$ cat src/rtl/control_unit.sv
// Instruction decoder: {mode, opcode, S} is decoded combinationally and registered with one cycle of latency.
// Optional `illegal` output port is added when CU_ILLEGAL_FLAG_EN is defined.
module control_unit (
    input  logic       clk,
    input  logic       rst,
    input  logic [1:0] mode,
    input  logic [3:0] opcode,
    input  logic       S,
    output logic       S_UpdateSig,
    output logic       branch,
    output logic [3:0] exeCMD,
    output logic       memWriteEn,
    output logic       memReadEn,
    output logic       WB_EN
`ifdef CU_ILLEGAL_FLAG_EN
    ,
    output logic       illegal
`endif
);

    localparam logic [1:0] MODE_DP  = 2'b00;
    localparam logic [1:0] MODE_MEM = 2'b01;
    localparam logic [1:0] MODE_BR  = 2'b10;

    localparam logic [3:0] OP_AND = 4'b0000;
    localparam logic [3:0] OP_EOR = 4'b0001;
    localparam logic [3:0] OP_SUB = 4'b0010;
    localparam logic [3:0] OP_ADD = 4'b0100;
    localparam logic [3:0] OP_ADC = 4'b0101;
    localparam logic [3:0] OP_SBC = 4'b0110;
    localparam logic [3:0] OP_TST = 4'b1000;
    localparam logic [3:0] OP_CMP = 4'b1010;
    localparam logic [3:0] OP_ORR = 4'b1100;
    localparam logic [3:0] OP_MOV = 4'b1101;
    localparam logic [3:0] OP_MVN = 4'b1111;

    localparam logic [3:0] CMD_NOP = 4'b0000;
    localparam logic [3:0] CMD_MOV = 4'b0001;
    localparam logic [3:0] CMD_ADD = 4'b0010;
    localparam logic [3:0] CMD_ADC = 4'b0011;
    localparam logic [3:0] CMD_SUB = 4'b0100;
    localparam logic [3:0] CMD_SBC = 4'b0101;
    localparam logic [3:0] CMD_AND = 4'b0110;
    localparam logic [3:0] CMD_ORR = 4'b0111;
    localparam logic [3:0] CMD_EOR = 4'b1000;
    localparam logic [3:0] CMD_MVN = 4'b1001;

    logic       legal_next;
    logic       s_update_dec;
    logic       branch_dec;
    logic [3:0] exe_cmd_dec;
    logic       mem_write_dec;
    logic       mem_read_dec;
    logic       wb_en_dec;

    logic       s_update_next;
    logic       branch_next;
    logic [3:0] exe_cmd_next;
    logic       mem_write_next;
    logic       mem_read_next;
    logic       wb_en_next;

    always_comb begin
        legal_next    = 1'b0;
        s_update_dec  = 1'b0;
        branch_dec    = 1'b0;
        exe_cmd_dec   = CMD_NOP;
        mem_write_dec = 1'b0;
        mem_read_dec  = 1'b0;
        wb_en_dec     = 1'b0;

        unique case (mode)
            MODE_DP: begin
                legal_next   = 1'b1;
                s_update_dec = S;
                wb_en_dec    = 1'b1;
                unique case (opcode)
                    OP_MOV: exe_cmd_dec = CMD_MOV;
                    OP_MVN: exe_cmd_dec = CMD_MVN;
                    OP_ADD: exe_cmd_dec = CMD_ADD;
                    OP_ADC: exe_cmd_dec = CMD_ADC;
                    OP_SUB: exe_cmd_dec = CMD_SUB;
                    OP_SBC: exe_cmd_dec = CMD_SBC;
                    OP_AND: exe_cmd_dec = CMD_AND;
                    OP_ORR: exe_cmd_dec = CMD_ORR;
                    OP_EOR: exe_cmd_dec = CMD_EOR;
                    // Compares only set flags; the result is discarded.
                    OP_CMP: begin
                        exe_cmd_dec  = CMD_SUB;
                        s_update_dec = 1'b1;
                        wb_en_dec    = 1'b0;
                    end
                    OP_TST: begin
                        exe_cmd_dec  = CMD_AND;
                        s_update_dec = 1'b1;
                        wb_en_dec    = 1'b0;
                    end
                    default: legal_next = 1'b0;
                endcase
            end
            MODE_MEM: begin
                if (opcode == OP_ADD) begin
                    legal_next    = 1'b1;
                    exe_cmd_dec   = CMD_ADD;
                    mem_read_dec  = S;
                    mem_write_dec = ~S;
                    wb_en_dec     = S;
                end
            end
            MODE_BR: begin
                legal_next = 1'b1;
                branch_dec = 1'b1;
            end
            default: legal_next = 1'b0;
        endcase
    end

    // Masking with the legality flag guarantees all-zero outputs for undefined encodings.
    always_comb begin
        s_update_next  = s_update_dec  & legal_next;
        branch_next    = branch_dec    & legal_next;
        exe_cmd_next   = exe_cmd_dec   & {4{legal_next}};
        mem_write_next = mem_write_dec & legal_next;
        mem_read_next  = mem_read_dec  & legal_next;
        wb_en_next     = wb_en_dec     & legal_next;
    end

    always_ff @(posedge clk or posedge rst) begin
        if (rst) begin
            S_UpdateSig <= 1'b0;
            branch      <= 1'b0;
            exeCMD      <= CMD_NOP;
            memWriteEn  <= 1'b0;
            memReadEn   <= 1'b0;
            WB_EN       <= 1'b0;
        end else begin
            S_UpdateSig <= s_update_next;
            branch      <= branch_next;
            exeCMD      <= exe_cmd_next;
            memWriteEn  <= mem_write_next;
            memReadEn   <= mem_read_next;
            WB_EN       <= wb_en_next;
        end
    end

`ifdef CU_ILLEGAL_FLAG_EN
    always_ff @(posedge clk or posedge rst) begin
        if (rst) begin
            illegal <= 1'b0;
        end else begin
            illegal <= ~legal_next;
        end
    end
`endif

endmodule

$ cat config.mk
export PLATFORM = sky130hd
export DESIGN_NAME = control_unit
export DESIGN_NICKNAME = d
export VERILOG_FILES = /design/src/rtl/control_unit.sv
export SDC_FILE = /design/constraint.sdc
export NUM_CORES = 1
export LEC_CHECK = 0
export CAP_MARGIN = 20
export CORE_AREA = 2 2 39 41
export DETAILED_ROUTE_END_ITERATION = 8
export DIE_AREA = 0 0 41 43
export PLACE_DENSITY = 0.7
export SYNTH_ARGS = -nofsm -noshare
export SYNTH_HDL_FRONTEND = slang
export SYNTH_SLANG_ARGS = --single-unit
$ cat constraint.sdc
create_clock -name clk -period 0.8 [get_ports clk]
set_input_delay 0.12 -clock clk [delete_from_list [all_inputs] [get_ports clk]]
set_output_delay 0.12 -clock clk [all_outputs]
set_load 0.02 [all_outputs]
# ---- Yosys cells after proc, flatten, opt, wreduce, memory -nomap -nowiden
# Index checks and enable logic that the tools add are counted.
dict set report word_totals {
  wordCells 46
  reg_bits 9
  out_inout_bits 9
  inputBits 9
}
dict set report classes {
  n_eq_ne 12
  n_bitwise 7
  reduce_logical 6
  mux 15
}
# operator n
set ops {}
lappend ops {{case mux 4 bit (9 select lines)} 1}
lappend ops {{equality test 4 bit, second input constant} 5}
lappend ops {{equality test 4 x 3 -> 1 bit, second input constant} 3}
lappend ops {{OR reduction 11 bit} 1}
lappend ops {{two-way mux 1 bit} 10}
lappend ops {{case mux 4 bit (2 select lines)} 1}
lappend ops {{OR reduction 2 bit} 3}
lappend ops {{AND 1 bit} 5}
lappend ops {{AND 4 bit} 1}
lappend ops {{equality test 4 x 1 -> 1 bit, second input constant} 1}
lappend ops {{equality test 4 x 2 -> 1 bit, second input constant} 1}
lappend ops {{zero test 4 bit} 1}
lappend ops {{case mux 1 bit (3 select lines)} 1}
lappend ops {{equality test 2 x 1 -> 1 bit, second input constant} 1}
lappend ops {{equality test 2 bit, second input constant} 1}
lappend ops {{zero test 2 bit} 1}
lappend ops {{two-way mux 2 bit} 1}
lappend ops {{case mux 1 bit (2 select lines)} 1}
lappend ops {{inverter 1 bit} 1}

# ---- Logic depth before layout (Yosys ltp)
dict set report depth {
  ltp_word 5
  depth_mapped 4
}

# ---- Worst setup path after synthesis
# No wires, ideal clock.
dict set report synth_path {
  path_kind {input to register}
  start {input port opcode[3]}
  end {register S_UpdateSig}
  path_buffers 1
  path_stages 4
  slack_ns -0.175
  setup_time_ns 0.111
  arrival_ns 0.863
  path_cell_list {buf_6 nor4_4 o31ai_2 a2111oi_2}
}
dict set report synth_via {
  elab_chain_cells 5
}
# item line
set synth_rtl {}
lappend synth_rtl {{start: declaration} 7} ;# input logic [3:0] opcode,
lappend synth_rtl {{equality test 4 x 3 -> 1 bit (tied with other cells)} {77, 102}}
lappend synth_rtl {{OR reduction 11 bit (no source line) or OR reduction 2 bit (tied branches)} -}
lappend synth_rtl {{two-way mux 1 bit} 77} ;# unique case (opcode)
lappend synth_rtl {{case mux 1 bit (3 select lines) or two-way mux 1 bit (tied branches)} 72} ;# unique case (mode)
lappend synth_rtl {{AND 1 bit (*)} 120} ;# s_update_next = s_update_dec & legal_next;
lappend synth_rtl {{named net s_update_next} 56} ;# logic s_update_next;
lappend synth_rtl {{end signal: assignment} 137} ;# S_UpdateSig <= s_update_next;
lappend synth_rtl {{end: declaration} 9} ;# output logic S_UpdateSig,
# The timed path passes the listed nets; every way through them passes the cells marked *.

# ---- Worst setup path after layout
dict set report layout_path {
  start {register WB_EN}
  end {output port WB_EN}
}
# item line
set layout_lines {}
lappend layout_lines {{start: declaration} 14} ;# output logic WB_EN
lappend layout_lines {{start signal: assignment} 142} ;# WB_EN <= wb_en_next;
# No word-level cell between the ends.

==> run_summary.xml <==
<?xml version="1.0" encoding="UTF-8"?>
<metrics>
  <group name="setup_path">
    <metric name="cp.arrival" unit="ns">0.76</metric>
    <metric name="worst_path_dominant_cell_family" unit="">flip-flops</metric>
    <metric name="timing.critical_path.required" unit="ns">0.68</metric>
    <metric name="crit_chain" unit="">buf_6</metric>
    <metric name="critical_path_class" unit="">flop to output port</metric>
    <metric name="crit_path_start_kind" unit="">flop</metric>
    <metric name="cp_slowest_stage_delay" unit="ns">0.38</metric>
    <metric name="worst_path_max_delay_cell" unit="">dfrtp_1</metric>
    <metric name="cp-startpoint" unit="">WB_EN$_DFF_PP0_</metric>
    <metric name="cp_max_fo" unit="">1</metric>
    <metric name="setup.worst_path.end_class" unit="">output port</metric>
    <metric name="path_buf_inv" unit="">1</metric>
  </group>
  <group name="final_layout">
    <metric name="area_growth" unit="%">55.3</metric>
    <metric name="final_cell_count_no_fill" unit="">88</metric>
    <metric name="proportion_of_layout_cells_with_a_drive_suffix_above_1" unit="%">58.3</metric>
    <metric name="num_antenna_cells" unit="">0</metric>
    <metric name="final_nets" unit="">82</metric>
  </group>
  <group name="global_routing">
    <metric name="grt_first_pass_wirelength" unit="mm">1.41</metric>
    <metric name="pin_count_of_the_biggest_net_entering_global_routing" unit="">10</metric>
    <metric name="number_of_antenna_violations_at_the_first_check_in_global_routing" unit="">0</metric>
    <metric name="globalRoute.totalOverflow" unit="">0</metric>
    <metric name="grt_util_all_layers" unit="%">12.2</metric>
    <metric name="first_global_vias" unit="">351</metric>
  </group>
  <group name="sta">
    <metric name="number_of_hold_violations_in_the_final_report" unit="">0</metric>
    <metric name="setup_tns" unit="ns">-0.613</metric>
    <metric name="slew_viol_final" unit="">0</metric>
    <metric name="slew_headroom" unit="%">79.9</metric>
    <metric name="post-route-worst-setup-slack" unit="ns">-0.0769</metric>
    <metric name="max_freq" unit="MHz">1140</metric>
    <metric name="worst_slew_pin_slew" unit="ns">0.300</metric>
    <metric name="setup_viol" unit="">9</metric>
    <metric name="final_min_period_over_clock_period" unit="%">110</metric>
    <metric name="grt_setup_unrepaired" unit="">true</metric>
    <metric name="period_minus_slack" unit="ns">0.877</metric>
  </group>
  <group name="die">
    <metric name="core_area" unit="um^2">1380</metric>
    <metric name="rows" unit="">14</metric>
    <metric name="initial_utilization" unit="%">37.3</metric>
    <metric name="die_extent_in_y" unit="um">43</metric>
    <metric name="dieWidth" unit="um">41</metric>
    <metric name="die_area" unit="um^2">1760</metric>
    <metric name="design.portCount" unit="">18</metric>
  </group>
  <group name="placement">
    <metric name="total_of_buffers_placed_on_input_and_output_ports" unit="">17</metric>
    <metric name="detailed_place_hpwl" unit="um">701</metric>
    <metric name="numPlacedInstances" unit="">84</metric>
    <metric name="detailedPlace.worstSlack" unit="ns">-0.752</metric>
    <metric name="place.gp.congestion" unit="">0.734</metric>
  </group>
  <group name="power_and_ir_drop">
    <metric name="power_density" unit="nW/um^2">1320</metric>
    <metric name="vdd_ir_drop_max" unit="mV">0.574</metric>
    <metric name="p_leak" unit="nW">0.378</metric>
  </group>
  <group name="logic_synthesis">
    <metric name="synth_seq_area_share" unit="%">43.7</metric>
    <metric name="ys_top_cells_by_area" unit="">dfrtp_1 44%, buf_6 11%, nor4_4 4.1%</metric>
    <metric name="ys_seq_elements" unit="">9</metric>
    <metric name="synth_area_leader_cell" unit="">dfrtp_1</metric>
    <metric name="yosysWarningCount" unit="">0</metric>
    <metric name="cell_variety_after_synth" unit="">24</metric>
    <metric name="post_synth.cell_area_avg" unit="um^2">11.2</metric>
    <metric name="synth_top_area_share" unit="%">43.7</metric>
    <metric name="synth_area" unit="um^2">515</metric>
    <metric name="syn_nets" unit="">55</metric>
    <metric name="syn_inst" unit="">46</metric>
  </group>
  <group name="run_status">
    <metric name="failed_checks" unit="">negative setup slack</metric>
    <metric name="status" unit="">complete, but fails checks</metric>
  </group>
  <group name="routing">
    <metric name="initialDrtViolationCount" unit="">1</metric>
    <metric name="postRouteWirelength" unit="um">897</metric>
    <metric name="detail_route.wl_per_cell" unit="um">10.2</metric>
    <metric name="viasPerCell" unit="">4.74</metric>
    <metric name="antenna_left" unit="">0</metric>
    <metric name="firstDrtPassIters" unit="">2</metric>
    <metric name="drc" unit="">0</metric>
    <metric name="routed_vias" unit="">417</metric>
  </group>
  <group name="cts">
    <metric name="cts_stage_hold_buffer_count" unit="">0</metric>
    <metric name="htreeDepth" unit="">1</metric>
    <metric name="clk_pin_slew_worst_paths" unit="ns">0.05</metric>
    <metric name="cts_max_path_buffers" unit="">2</metric>
    <metric name="cts_buffers" unit="">3</metric>
    <metric name="cts_tree" unit="">done</metric>
    <metric name="cts_root_buf" unit="">clkbuf_4</metric>
    <metric name="postCtsSetupRepairBufs" unit="">0</metric>
    <metric name="numClockSinks" unit="">9</metric>
  </group>
  <group name="hold_path">
    <metric name="hold_path_class" unit="">input pin to asynchronous set/reset pin</metric>
  </group>
  <group name="run">
    <metric name="cap_violations" unit="">0</metric>
  </group>
</metrics>
## cells in the final DEF, fill, tap and decap left out, types with 2 or more instances in the layout
| cell | n |
|---|---|
| buf_6 | 10 |
| buf_4 | 11 |
| a2111oi_2 | 2 |
| inv_1 | 3 |
| clkbuf_4 | 4 |
| nor2_1 | 2 |
| a21oi_1 | 2 |
| buf_2 | 2 |
| dfrtp_1 | 9 |
| nand2b_1 | 2 |
| nor2_2 | 2 |
## Yosys cell counts, drive strengths merged
cell type and n:
dfrtp 9, buf 5, nor2 4, a21oi 3, inv 3, a2111oi 2, and3b 2, nand2b 2
nand3 2, o31ai 2, a21o 1, a221oi 1, and4 1, and4bb 1, maj3 1, nand2 1
nand3b 1, nor2b 1, nor3 1, nor4 1, or3 1, xnor2 1
## metrics by stage
stage	power, mW	instance area [um^2]	hold slack (ns)	util [%]
finish	1.06	801	0.116	57.9
global route	1.12	801	0.164	57.9
CTS	1.06	778	0.125	56.2
detailed placement	0.713	724	0.404	52.4
global placement	0.709	724	0.387	52.4
floorplan	0.620	519	-0.0521	-
## final timing paths
check	slack, ns	cells after the start	end
setup / recovery	-0.08	1	WB_EN
hold / removal	0.12	2	exeCMD[1]$_DFF_PP0_
max in group asynchronous	0.45	2	WB_EN$_DFF_PP0_
min in group clk	0.15	3	exeCMD[3]$_DFF_PP0_
## final cells by class
cell class                 instances  area [um^2]
timing repair buffer              27          246
multi-input combinational         29          272
sequential                         9          225
fill                             129          583
tap                               16         20.0
clock buffer                       4         26.3
inverter                           3         11.3
## report_power, final
| group | switching, mW | internal, mW |
|---|---|---|
| clock | 0.135 | 0.191 |
| combinational | 0.125 | 0.132 |
| sequential | 0.00637 | 0.470 |
| total | 0.266 | 0.793 |
## state kept, by name, indices dropped and copies added (netlist names)
| name | cells |
|---|---|
| memReadEn | 1 |
| S_UpdateSig | 1 |
| exeCMD | 4 |
| branch | 1 |
| WB_EN | 1 |
| memWriteEn | 1 |
## cells by family after synthesis
family,synth area share [%]
DFF,43.7
AOI/OAI and AO/OA,14.8
xor gates and xnor gates,1.70
adders and majority gates,1.94
buffers and inverters,13.1
and+or+nand+nor,24.8
## per-layer routing
layer	share of wire (%)	vias up	global-route usage, %
li1	-	215	-
met1	39	183	14.5
met2	51	17	18.4
met3	8.2	2	1.57
met4	2.1	0	10.0
met5	0	-	0
## repair_timing
action                     in CTS  in global routing
pin swaps                       5                  6
gates resized for setup        90                 10
setup endpoints to repair      18                 13
hold endpoints to repair        0                  0
(Power assumes the default switching activity.)
